--- config.mk ---
export PLATFORM = sky130hd
export DESIGN_NAME = note_scheduler
export DESIGN_NICKNAME = d
export VERILOG_FILES = /design/src/rtl/note_scheduler_pkg.sv /design/src/rtl/note_chart_rom.sv /design/src/rtl/note_scheduler.sv
export SDC_FILE = /design/constraint.sdc
export NUM_CORES = 1
export LEC_CHECK = 0
export BUFFER_PORTS_ARGS = -buffer_cell sky130_fd_sc_hd__buf_4
export CORE_UTILIZATION = 63
export CTS_CLUSTER_SIZE = 20
export DETAILED_ROUTE_END_ITERATION = 7
export HOLD_SLACK_MARGIN = 0.15
export PLACE_DENSITY_LB_ADDON = 0.3
export SKIP_LAST_GASP = 1
export SYNTH_ARGS = -nofsm -noshare
export SYNTH_HDL_FRONTEND = slang
export SYNTH_SLANG_ARGS = --single-unit
--- constraint.sdc ---
create_clock -name clk -period 10.35 [get_ports clk]
set_input_delay 0.5175 -clock clk [delete_from_list [all_inputs] [get_ports clk]]
set_output_delay 0.5175 -clock clk [all_outputs]
set_load 0.005 [all_outputs]
--- src/rtl/note_scheduler_pkg.sv ---
// Shared game-state encoding, lane count and small helpers for the note sequencer.
package note_scheduler_pkg;

  localparam int unsigned NUM_LANES = 4;

  // Encoding is broadcast to the lane modules; 2'b00 is never driven.
  typedef enum logic [1:0] {
    GS_TITLE = 2'b01,
    GS_PLAY  = 2'b10,
    GS_END   = 2'b11
  } game_state_t;

  function automatic logic [2:0] popcount4(input logic [NUM_LANES-1:0] v);
    logic [2:0] c;
    c = '0;
    for (int unsigned i = 0; i < NUM_LANES; i++) begin
      c = c + {2'b00, v[i]};
    end
    return c;
  endfunction

endpackage

--- src/rtl/note_chart_rom.sv ---
// Beat chart: one 4-bit lane mask per beat. Addresses at or past CHART_LEN read as empty.
module note_chart_rom
  import note_scheduler_pkg::*;
#(
  parameter int unsigned CHART_LEN = 32,
  parameter int unsigned CHART_SEL = 0
) (
  input  logic [5:0]           addr,
  output logic [NUM_LANES-1:0] mask
);

  // Table lookup; CHART_SEL picks the song (0), the short bring-up chart (1) or an all-lanes stress chart (2).
  always_comb begin
    mask = '0;
    case (CHART_SEL)
      1: begin
        case (addr)
          6'd0:    mask = 4'b0001;
          6'd1:    mask = 4'b0010;
          6'd2:    mask = 4'b1100;
          default: mask = '0;
        endcase
      end
      2: mask = '1;
      default: begin
        case (addr)
          6'd0:  mask = 4'b0001;  6'd1:  mask = 4'b0010;  6'd2:  mask = 4'b0100;  6'd3:  mask = 4'b1000;
          6'd4:  mask = 4'b0011;  6'd5:  mask = 4'b0000;  6'd6:  mask = 4'b1100;  6'd7:  mask = 4'b0000;
          6'd8:  mask = 4'b0101;  6'd9:  mask = 4'b1010;  6'd10: mask = 4'b0001;  6'd11: mask = 4'b1000;
          6'd12: mask = 4'b0110;  6'd13: mask = 4'b0000;  6'd14: mask = 4'b1001;  6'd15: mask = 4'b0000;
          6'd16: mask = 4'b0010;  6'd17: mask = 4'b0100;  6'd18: mask = 4'b0010;  6'd19: mask = 4'b0001;
          6'd20: mask = 4'b1111;  6'd21: mask = 4'b0000;  6'd22: mask = 4'b0000;  6'd23: mask = 4'b1000;
          6'd24: mask = 4'b0100;  6'd25: mask = 4'b0010;  6'd26: mask = 4'b0001;  6'd27: mask = 4'b0011;
          6'd28: mask = 4'b1100;  6'd29: mask = 4'b0110;  6'd30: mask = 4'b1001;  6'd31: mask = 4'b1111;
          default: mask = '0;
        endcase
      end
    endcase
    if ({26'd0, addr} >= CHART_LEN) begin
      mask = '0;
    end
  end

endmodule

--- src/rtl/note_scheduler.sv ---
// Central sequencer: game state machine, beat divider, per-lane spawn arbitration and score/miss counting.
module note_scheduler
  import note_scheduler_pkg::*;
#(
  parameter int unsigned TICK_DIV  = 250000,
  parameter int unsigned CHART_LEN = 32,
  parameter int unsigned MAX_MISS  = 8,
  parameter int unsigned SCORE_W   = 16,
  parameter int unsigned CHART_SEL = 0
) (
  input  logic               clk,
  input  logic               resetbtn,
  input  logic               start_p,
  input  logic [3:0]         lane_busy,
  input  logic [3:0]         hit_p,
  input  logic [3:0]         miss_p,
  output logic [1:0]         gamestate,
  output logic [3:0]         spawn,
  output logic [SCORE_W-1:0] score,
  output logic [7:0]         misses,
  output logic               game_over
);

  localparam int unsigned        TICK_W     = (TICK_DIV > 2) ? $clog2(TICK_DIV) : 1;
  localparam logic [TICK_W-1:0]  TICK_LAST  = TICK_W'(TICK_DIV - 1);
  localparam logic [6:0]         CHART_END  = 7'(CHART_LEN);
  localparam logic [7:0]         MISS_LIMIT = 8'(MAX_MISS);
  localparam logic [SCORE_W+2:0] SCORE_SAT  = {3'b000, {SCORE_W{1'b1}}};

  game_state_t         state, state_next;
  logic [TICK_W-1:0]   tick_cnt;
  logic [6:0]          beat_idx;
  logic [3:0]          pending;
  logic [3:0]          chart_mask;

  logic                beat, chart_beat, lose, finish;
  logic [3:0]          fire, held, beat_mask, overrun, pending_nx;
  logic [SCORE_W+2:0]  hit_add, score_sum;
  logic [SCORE_W-1:0]  score_nx;
  logic [9:0]          miss_sum;
  logic [7:0]          misses_nx;

  note_chart_rom #(
    .CHART_LEN (CHART_LEN),
    .CHART_SEL (CHART_SEL)
  ) u_chart (
    .addr (beat_idx[5:0]),
    .mask (chart_mask)
  );

  assign gamestate = state;

  // Game state register.
  always_ff @(posedge clk or posedge resetbtn) begin
    if (resetbtn) begin
      state <= GS_TITLE;
    end else begin
      state <= state_next;
    end
  end

  // Next-state: start advances TITLE->PLAY and END->TITLE; loss or chart completion ends PLAY.
  always_comb begin
    state_next = state;
    unique case (state)
      GS_TITLE: if (start_p)        state_next = GS_PLAY;
      GS_PLAY:  if (lose || finish) state_next = GS_END;
      GS_END:   if (start_p)        state_next = GS_TITLE;
      default:                      state_next = GS_TITLE;
    endcase
  end

  // Per-cycle PLAY datapath: beat detect, spawn arbitration, overruns and saturating sums.
  always_comb begin
    beat       = (tick_cnt == TICK_LAST);
    chart_beat = beat && (beat_idx < CHART_END);
    fire       = pending & ~lane_busy;
    held       = pending & ~fire;
    beat_mask  = chart_beat ? chart_mask : '0;
    // Only notes still waiting after this cycle's spawns collide with the new beat.
    overrun    = beat_mask & held;
    pending_nx = held | beat_mask;

    hit_add        = '0;
    hit_add[2:0]   = popcount4(hit_p);
    score_sum      = {3'b000, score} + hit_add;
    score_nx       = (score_sum > SCORE_SAT) ? '1 : score_sum[SCORE_W-1:0];

    miss_sum  = {2'b00, misses} + {7'd0, popcount4(miss_p)} + {7'd0, popcount4(overrun)};
    misses_nx = (miss_sum > 10'd255) ? 8'hff : miss_sum[7:0];

    lose   = (misses_nx >= MISS_LIMIT);
    finish = (beat_idx == CHART_END) && (pending == '0) && (lane_busy == '0);
  end

  // Counters, pending notes, spawn pulses and the loss flag.
  always_ff @(posedge clk or posedge resetbtn) begin
    if (resetbtn) begin
      tick_cnt  <= '0;
      beat_idx  <= '0;
      pending   <= '0;
      spawn     <= '0;
      score     <= '0;
      misses    <= '0;
      game_over <= 1'b0;
    end else begin
      spawn <= '0;
      unique case (state)
        GS_TITLE: begin
          if (start_p) begin
            tick_cnt  <= '0;
            beat_idx  <= '0;
            pending   <= '0;
            score     <= '0;
            misses    <= '0;
            game_over <= 1'b0;
          end
        end
        GS_PLAY: begin
          tick_cnt <= beat ? '0 : tick_cnt + 1'b1;
          if (chart_beat) begin
            beat_idx <= beat_idx + 1'b1;
          end
          pending <= pending_nx;
          score   <= score_nx;
          misses  <= misses_nx;
          if (lose) begin
            game_over <= 1'b1;
          end else if (!finish) begin
            spawn <= fire;
          end
        end
        GS_END: begin
          if (start_p) begin
            game_over <= 1'b0;
          end
        end
        default: ;
      endcase
    end
  end

endmodule

### Word level (Yosys, flattened, before mapping)

Memories as Yosys holds them, arrays and structs flattened.
Index checks and enable logic that the tools add are counted.

| cells by class | value |
|---|---|
| add/sub/neg operators | 14 |
| multiply operators | 0 |
| div/mod/pow operators | 0 |
| magnitude comparators | 5 |
| eq/ne operators | 11 |
| shift operators | 0 |
| multiplexer cells | 27 |
| bitwise operators | 6 |
| reductions and logical operators | 13 |

Operators with widths:

| cell | count |
|---|---|
| two-way mux 18 bit | 2 |
| one-hot mux 18 bit (2 select lines) | 1 |
| two-way mux 16 bit | 2 |
| one-hot mux 16 bit (2 select lines) | 1 |
| two-way mux 4 bit | 7 |
| adder 18 x 1 -> 18 bit, second input constant | 1 |
| == test 18 bit, second input constant | 1 |
| adder 16 x 3 -> 17 bit | 1 |
| greater-than comparator 17 x 16 -> 1 bit, second input constant | 1 |
| two-way mux 8 bit | 2 |
| one-hot mux 8 bit (2 select lines) | 1 |
| two-way mux 7 bit | 2 |
| one-hot mux 7 bit (2 select lines) | 1 |
| bitwise AND 4 bit | 3 |
| adder 9 x 3 -> 10 bit | 1 |
| greater-than comparator 10 x 8 -> 1 bit, second input constant | 1 |
| != test 2 bit, second input constant | 5 |
| adder 2 x 1 -> 3 bit | 3 |
| adder 3 x 1 -> 3 bit | 3 |
| adder 8 x 3 -> 9 bit | 1 |
| AND reduction 3 bit | 3 |
| >= comparator 8 x 4 -> 1 bit, second input constant | 1 |
| logical NOT 4 bit | 2 |
| inverter 4 bit | 2 |
| other kinds (19) | 28 |

| word-level totals | value |
|---|---|
| bits in registers | 60 |
| latch bits | 0 |
| RAM bits | 0 |
| memory bits (read-only) | 128 |
| input port bits | 15 |
| output and inout port bits | 31 |
| logic and storage cells | 85 |
| memories kept | 1 |

Memories:

| name | words | bits a word | read ports | clocked after memory_dff | write ports | RTL line | source |
|---|---|---|---|---|---|---|---|
| (name not given) | 32 | 4 | 1 | 0 | 0 | note_chart_rom.sv:26 | `case (addr)` |

### Depth between registers and ports, before layout

Gate-level depths: netlist (run 1).

| logic depth | value |
|---|---|
| depth in word-level cells | 15 |
| mapped depth | 20 |
| gate-level depth less buffers | 19 |

### Cells and area by module

A second synthesis (run 1) with hierarchy kept.

| unflattened totals | value |
|---|---|
| cells, all modules | 444 |
| area total of the unflattened synthesis | 3996.3 um^2 |

By module, submodules not included:

| module | instances | cells each | area an instance (um^2) | seq. area each (um^2) |
|---|---|---|---|---|
| note_scheduler | 1 | 405 | 3712.3 | 1502.7 |
| note_chart_rom | 1 | 39 | 284.0 | 0.0 |

### Worst setup path after synthesis (run 1)

Ideal clock, no wire load.

| path | value |
|---|---|
| kind | flip-flop to flip-flop |
| start | reg beat_idx[0] |
| end | reg state[1], in the netlist gamestate[1] |
| library setup time | 0.125 ns |
| arrival | 4.814 ns |
| data required time | 10.225 ns |
| path slack | 5.412 ns |
| stages on the path, launching flop included | 20 |
| buffers on the path | 1 |
| period minus slack after synthesis | 4.938 ns |
| cell sequence | dfrtp_1 > buf_2 > inv_1 > ha_1 > nor2b_1 > a211oi_1 > a21oi_1 > inv_1 > a21oi_1 > nand4b_1 > fa_1 > fa_1 > fa_1 > fa_1 > nor2b_1 > o22a_2 > mux2_4 > and4bb_2 > a21oi_1 > mux2_2 |

| on the way | value |
|---|---|
| cells in the longest elaborated chain, start to end | 15 |
| elaborated cells on any way between the ends | 21 |
| those cells by class | add/sub (4); order compare (4); eq/ne (2); mux (4); bitwise (1); reduce/logical (5); memory (1) |

Ends and longest elaborated chain:

| item | RTL line | source |
|---|---|---|
| from (decl) | note_scheduler.sv:32 | `logic [6:0] beat_idx;` |
| from (signal assigned) | note_scheduler.sv:122 | `beat_idx <= beat_idx + 1'b1;` |
| memory read (32 x 4 bit) | -- |  |
| two-way mux 4 bit | note_chart_rom.sv:26 |  |
| two-way mux 4 bit | note_chart_rom.sv:39 | `if ({26'd0, addr} >= CHART_LEN) begin` |
| two-way mux 4 bit | note_scheduler.sv:79 | `beat_mask = chart_beat ? chart_mask : '0;` |
| bitwise AND 4 bit | note_scheduler.sv:81 | `overrun = beat_mask & held;` |
| adder 1 x 1 -> 2 bit | note_scheduler_pkg.sv:17 | `c = c + {2'b00, v[i]};` |
| adder 2 x 1 -> 3 bit | note_scheduler_pkg.sv:17 |  |
| adder 3 x 1 -> 3 bit | note_scheduler_pkg.sv:17 |  |
| adder 9 x 3 -> 10 bit | note_scheduler.sv:89 | `miss_sum = {2'b00, misses} + {7'd0, popcount4(miss_p)} + {7'd0, popcount4(overrun)};` |
| greater-than comparator 10 x 8 -> 1 bit | note_scheduler.sv:90 | `misses_nx = (miss_sum > 10'd255) ? 8'hff : miss_sum[7:0];` |
| two-way mux 8 bit | note_scheduler.sv:90 |  |
| >= comparator 8 x 4 -> 1 bit | note_scheduler.sv:92 | `lose = (misses_nx >= MISS_LIMIT);` |
| logical OR 1 bit (*) | note_scheduler.sv:67 | `GS_PLAY: if (lose \|\| finish) state_next = GS_END;` |
| != test 2 bit (no line) (*) | -- |  |
| AND reduction 3 bit (no line) (*) | -- |  |
| to (signal assigned) | note_scheduler.sv:58 | `state <= state_next;` |
| to (decl) | note_scheduler.sv:30 | `game_state_t state, state_next;` |

Mark *: on every way between the ends. The rest lies on a longest branch, timed or not.
A chain may end at the register's enable or synchronous reset.

### Worst setup path after layout (run 1)

Same ends and word-level chain as after synthesis.

==> impl_metrics.yaml, run 1 <==
timing:
  fmax_mhz: 186
  hold_viol_final: 0
  tightest_slew_ps: 1160
  finalSetupViolCount: 0
  period_needed_ps: 5370
  layout_setup_ws_ps: 4980
  max_slew_margin_pct: 22.8
  finalMaxSlewViolations: 0
  timing.final.crit_share_pct: 51.9
  rsz0062_at_grt: "false"
  skew_ps: 5.68
  tns_ps: 0
logic_synthesis:
  syn-num-nets: 472
  synth-edff-count: 0
  ys_seq_elements: 60
  async_reset_ff_share_pct: 100
  yosysWarnings: 0
  syn_area_um2: 3880
  synth_cell_type_count: 60
  syn_inst: 431
  ys.flop_type: "dfrtp_1"
  ys_seq_area_share_pct: 38.7
  avgSynthCellArea_um2: 9.01
final_layout:
  fin_area_um2: 4520
  multi_input_area_um2: 2200
  area_delta_synth_final_pct: 16.3
  mostFrequentLayoutCell: "dfrtp_1"
  diodes: 0
  drive_above_1_share_pct: 18.3
  nets: 511
  final_cell_mix: "dfrtp_1, buf_4, nor2_1"
  register_area_um2: 1500
  nFillCells: 417
outcome:
  status: "completed"
grt:
  antenna_found_initial: 0
  grt_max_degree: 61
  overflow: 0
  grt_pass1_vias: 3238
  grt_pass1_wl_mm: 15.0
  track_usage_pct: 30.3
die:
  rows: 28
  chipWidth_um: 80.5
  die_h_um: 80.5
  ios: 46
  dieArea_um2: 6480
  core-area_um2: 5920
  start_util_pct: 65.6
setup_path:
  worstSetupPathType: "reg -> reg"
  worstPathMaxFanout: 12
  crit_path_start_kind: "register"
  cp.required_ps: 10590
  crit_arrival_ps: 5610
  worstSetupEndpointType: "register"
  r2r_slack_ps: 4980
placed_design:
  dpl_worst_slack_ps: 5020
  place_congestion: 0.884
  placed_area_um2: 4270
  io_buffer_count: 45
  dpl.hpwl_mm: 6.17
drt:
  ant_nets: 0
  vias: 3491
  drt-wirelength-per-cell_um: 16.8
  drcViolationCount: 0
  drtIter0Drc: 293
  via_per_inst: 6.35
  drtPass1Iterations: 5
  drt-total-wl_mm: 9.26
clocking:
  cts_made_buffers: 9
  clk_latency_ps: 350
  cts_setup_buffers: 0
  clk_pin_slew_worst_paths_ps: 70
  clkSinkCount: 60
  cts_max_level: 3
  cts_root_buf: "clkbuf_8"
  clockBufferDepth: 2
  ctsResizeCount: 0
  postCtsHoldBufs: 0
  cts_tree: "done"
run:
  cap_violations: 0
power_and_ir_drop:
  p_leak_nw: 2.03
  finalPower_uw: 810
  ir_worst_vdd_mv: 0.235
  powerDensity_nw_per_um2: 179
worst_hold_path:
  holdCritPathClass: "in -> reg"
-- final cells by class --
class,instances,share of cell area (%)
clock inverter,4,2.10
clock buffer,12,3.43
multi-input combinational,321,48.7
inverter,30,2.49
tap,75,2.08
sequential,60,33.3
timing repair buffer,48,7.98
-- report_power, final --
group          total [mW]  internal [mW]  switching (mW)  leakage [nW]
logic               0.268         0.0982           0.170          1.08
clock network       0.270          0.173          0.0969         0.127
registers           0.272          0.254          0.0186         0.828
-- sequential cells by signal, summed over array words and instances, names as in the netlist --
name and cells:
game_over 1, beat_idx 7, tick_cnt 18, gamestate 2, spawn 4, misses 8
pending 4, score 16
-- critical path, stage by stage (launching register included) --
cell	delay, ps
dfrtp_1	550
inv_1	170
ha_1	330
nor2b_1	130
a211oi_1	220
a21oi_1	60
inv_1	60
a21oi_1	70
nand4b_1	230
fa_1	540
fa_1	520
fa_1	430
fa_1	430
nor2b_1	180
o22a_2	240
mux2_4	320
and4bb_2	250
a21oi_1	170
mux2_2	350
-- metal layers --
metal  up-vias  track usage [%]  wire length, µm
li1       1622                -                -
met1      1683             39.1             4010
met2       151             47.7             4400
met3        35             7.05              575
met4         0             14.6              276
met5         -                0                0
-- per-stage QoR --
step | util [%] | hold slack [ps] | instances
global route | 76.3 | 354 | 550
finish | 76.3 | 350 | 550
detailed placement | 72.1 | 498 | 534
global placement | 72.1 | 492 | 534
CTS | 76.3 | 351 | 550
floorplan | - | 476 | 431
-- cell usage after synthesis (4+ instances only) --
| cell | instances | area share (%) |
|---|---|---|
| xor2_1 | 13 | 2.9 |
| nor2b_1 | 7 | 1.1 |
| mux2i_1 | 4 | 1.0 |
| mux2_2 | 4 | 1.2 |
| clkbuf_1 | 10 | 0.97 |
| a21oi_1 | 42 | 5.4 |
| nand2_1 | 27 | 2.6 |
| dfrtp_1 | 59 | 38 |
| buf_2 | 6 | 0.77 |
| nor2_1 | 47 | 4.5 |
| nand4_1 | 13 | 2.1 |
| fa_1 | 8 | 4.1 |
| nor3_1 | 8 | 1.0 |
| a31oi_1 | 8 | 1.3 |
| inv_1 | 29 | 2.8 |
| o21ai_0 | 17 | 2.2 |
| nand2b_1 | 6 | 0.97 |
| buf_1 | 4 | 0.39 |
| nand3_1 | 23 | 3.0 |
| xnor2_1 | 5 | 1.1 |
| ha_1 | 18 | 5.8 |
| nor4_1 | 6 | 0.97 |
| a22o_1 | 5 | 1.1 |
| o22ai_1 | 5 | 0.81 |
-- cells by family after synthesis --
| family | synth area share [%] |
|---|---|
| xor+xnor | 4.06 |
| simple gates | 22.1 |
| mux | 3.16 |
| buf+inv | 5.03 |
| compound gates | 17.0 |
| fa+ha+maj | 9.92 |
| flops | 38.7 |
-- final timing paths --
check | start | end | cells after the start
max reg2reg | beat_idx[0] | gamestate[1] | 18
min | lane_busy[3] | spawn[3] | 2
max | beat_idx[0] | gamestate[1] | 18
max in group asynchronous | resetbtn | score[9] | 3
min reg2reg | game_over | game_over | 1
min in group asynchronous | resetbtn | tick_cnt[8] | 3
Note: power is estimated with default switching activity, not from simulation.
==> run 2: changes to the inputs <==
- ABC_AREA: not set -> 1
- CORE_UTILIZATION: 63 -> 59
- clock period: 10.35 -> 5.2 ns (I/O delays scaled with it)
==> run 2 against run 1 <==
Effect of this change:
- the flow now finishes with violations (DRC)
- first-iteration DRC count down 22%
- sequential cell count is the same
- maximum frequency is 18% higher
- count of clock-buffer cells in the layout grew 1
- power increased by 84%
- via count grew 1.8%
- non-clock buffer count grew 2
- global-route usage shrank 2.4 points
- clock skew rose by 5.9 ps
- worst hold slack worse by 220 ps
- area after synthesis increased by 3.6%
- largest cell class unchanged
- highest routed layer unchanged
==> impl_metrics.yaml, run 2 <==
logic_synthesis:
  synth_cell_type_count: 43
  ys_seq_elements: 60
  ys_top_cells_by_count: "nand2_1, inv_1, dfrtp_1"
  synthMostInstantiatedCell: "nand2_1"
  syn-num-nets: 558
  synth-edff-count: 0
  ys_seq_area_share_pct: 37.3
  yosysWarnings: 0
  yosysTopAreaCellShare_pct: 36.7
  async_reset_ff_share_pct: 100
  syn_area_um2: 4020
  synth_top_cells_by_area: "dfrtp_1, nand2_1, inv_1, ha_1, o21ai_0"
  synth_top_area_cell: "dfrtp_1"
  syn_inst: 517
  ys.flop_type: "dfrtp_1"
  avgSynthCellArea_um2: 7.78
clocking:
  cts_setup_buffers: 0
  clk_pin_slew_worst_paths_ps: 70
  cts_tree: "done"
  clockBufferDepth: 2
  clkSinkCount: 60
  clk_latency_ps: 340
  cts_root_buf: "clkbuf_8"
  cts_max_level: 3
  cts_made_buffers: 9
setup_path:
  rr_startpoint: "beat_idx[0]"
  cp.required_ps: 5430
  r2r-end: "gamestate[1]"
  rr_worst_depth: 22
  r2r_slack_ps: 650
  cp-endpoint: "gamestate[1]"
  worstPathMaxFanout: 7
  startpoint: "beat_idx[0]"
  worstSetupEndpointType: "register"
  worstSetupPathType: "reg -> reg"
  crit_path_start_kind: "register"
  crit_arrival_ps: 4780
timing:
  finalMaxSlewViolations: 0
  period_needed_ps: 4550
  skew_ps: 11.6
  tns_ps: 0
  finalSetupViolCount: 0
  timing.final.crit_share_pct: 87.6
  max_slew_margin_pct: 43.1
  tightest_slew_ps: 852
  fmax_mhz: 220
  rsz0062_at_grt: "false"
  hold_viol_final: 0
  layout_setup_ws_ps: 646
grt:
  track_usage_pct: 27.9
  antenna_found_initial: 0
  grt_pass1_vias: 3448
  overflow: 0
  grt_max_degree: 61
  grt_pass1_wl_mm: 15.9
die:
  core-area_um2: 6460
  rows: 29
  die_h_um: 84.6
  start_util_pct: 62.3
  chipWidth_um: 84.6
  dieArea_um2: 7150
  ios: 46
final_layout:
  final_cell_mix: "nand2_1, inv_1, dfrtp_1"
  largest_reg_flops: 18
  nets: 607
  reg_top3: "tick_cnt: 18 flops, score: 16 flops, misses: 8 flops"
  area_delta_synth_final_pct: 14.6
  diodes: 0
  mostFrequentLayoutCell: "nand2_1"
  regMostFlops: "tick_cnt"
  drive_above_1_share_pct: 17.7
drt:
  drtPass1Iterations: 8
  ant_nets: 0
  drcViolationCount: 2
  via_per_inst: 5.49
  drtIter0Drc: 228
  vias: 3553
  drt-total-wl_mm: 9.23
  drt-wirelength-per-cell_um: 14.3
placed_design:
  place_congestion: 0.969
  dpl_worst_slack_ps: 693
  dpl.hpwl_mm: 6.53
  io_buffer_count: 45
power_and_ir_drop:
  ir_worst_vdd_mv: 0.180
  powerDensity_nw_per_um2: 323
  finalPower_mw: 1.49
  p_leak_nw: 2.21
outcome:
  status: "finished, violations left"
  violations: "DRC"
worst_hold_path:
  holdCritPathClass: "in -> async"
run:
  cap_violations: 0
-- run 2: layout make-up --
| cell class | count | area [µm²] |
|---|---|---|
| Multi-Input combinational cell | 364 | 2140 |
| Fill cell | 505 | 1850 |
| Sequential cell | 60 | 1500 |
| Timing Repair Buffer | 50 | 385 |
| Inverter | 81 | 305 |
| Clock buffer | 13 | 149 |
| Tap cell | 77 | 96.3 |
| Clock inverter | 2 | 35.0 |
-- run 2: repair_timing --
action | 4_1_cts | 5_1_grt
hold endpoints to repair | 4 | 0
hold buffers | 4 | 0
setup endpoints to repair | 0 | 0
gates resized for setup | 0 | 0
-- run 2: cell families after synthesis --
logic type	count (synthesis)	synth area share, %
AOI/OAI and AO/OA	88	12.6
xor gates and xnor gates	17	3.89
adders and majority gates	26	9.58
buffers and inverters	93	9.51
DFF	60	37.3
and+or+nand+nor	233	27.1
-- run 2: stage by stage --
stage	instance area (µm²)	hold slack, ps	utilization [%]	cells
after floorplan	4020	324	-	517
after global placement	4390	441	67.9	628
after detailed placement	4390	445	67.9	628
after CTS	4610	162	71.4	647
after global routing	4610	217	71.4	647
final	4610	131	71.4	647
-- run 2: worst max-delay path, cell delays in order (launching register included) --
cell and delay, ps:
dfrtp_1 450, inv_1 210, ha_1 230, nor2_1 70, inv_1 70, nand3_1 60
o211ai_1 100, nand3_1 130, or2_2 300, fa_1 470, fa_1 500, fa_1 410
fa_1 390, inv_1 100, nand3_1 70, nand2_1 110, nand2_1 100, a21oi_2 120
nand3_1 80, nor2_2 160, nand3_4 150, nand3_1 100, nand2_1 60
-- run 2: power by group --
group | switching, mW | total, mW | internal [mW]
sequential | 0.0416 | 0.551 | 0.509
combinational | 0.349 | 0.519 | 0.170
clock | 0.189 | 0.420 | 0.232
-- run 2: per-layer routing --
metal	wire, µm	GRT usage [%]	vias to the layer above
met5	0	0	-
met4	156	10.8	0
met3	429	3.44	16
met2	4450	46.9	106
met1	4190	36.9	1662
li1	-	-	1769
-- run 2: worst min path at each step --
stage | from | endpoint | depth (start not counted)
finish | resetbtn | score[1] | 3
global placement | lane_busy[3] | spawn[3] | 2
detailed placement | lane_busy[2] | spawn[2] | 2
floorplan | lane_busy[0] | spawn[0] | 1
global route | resetbtn | score[1] | 3
CTS | resetbtn | score[2] | 3
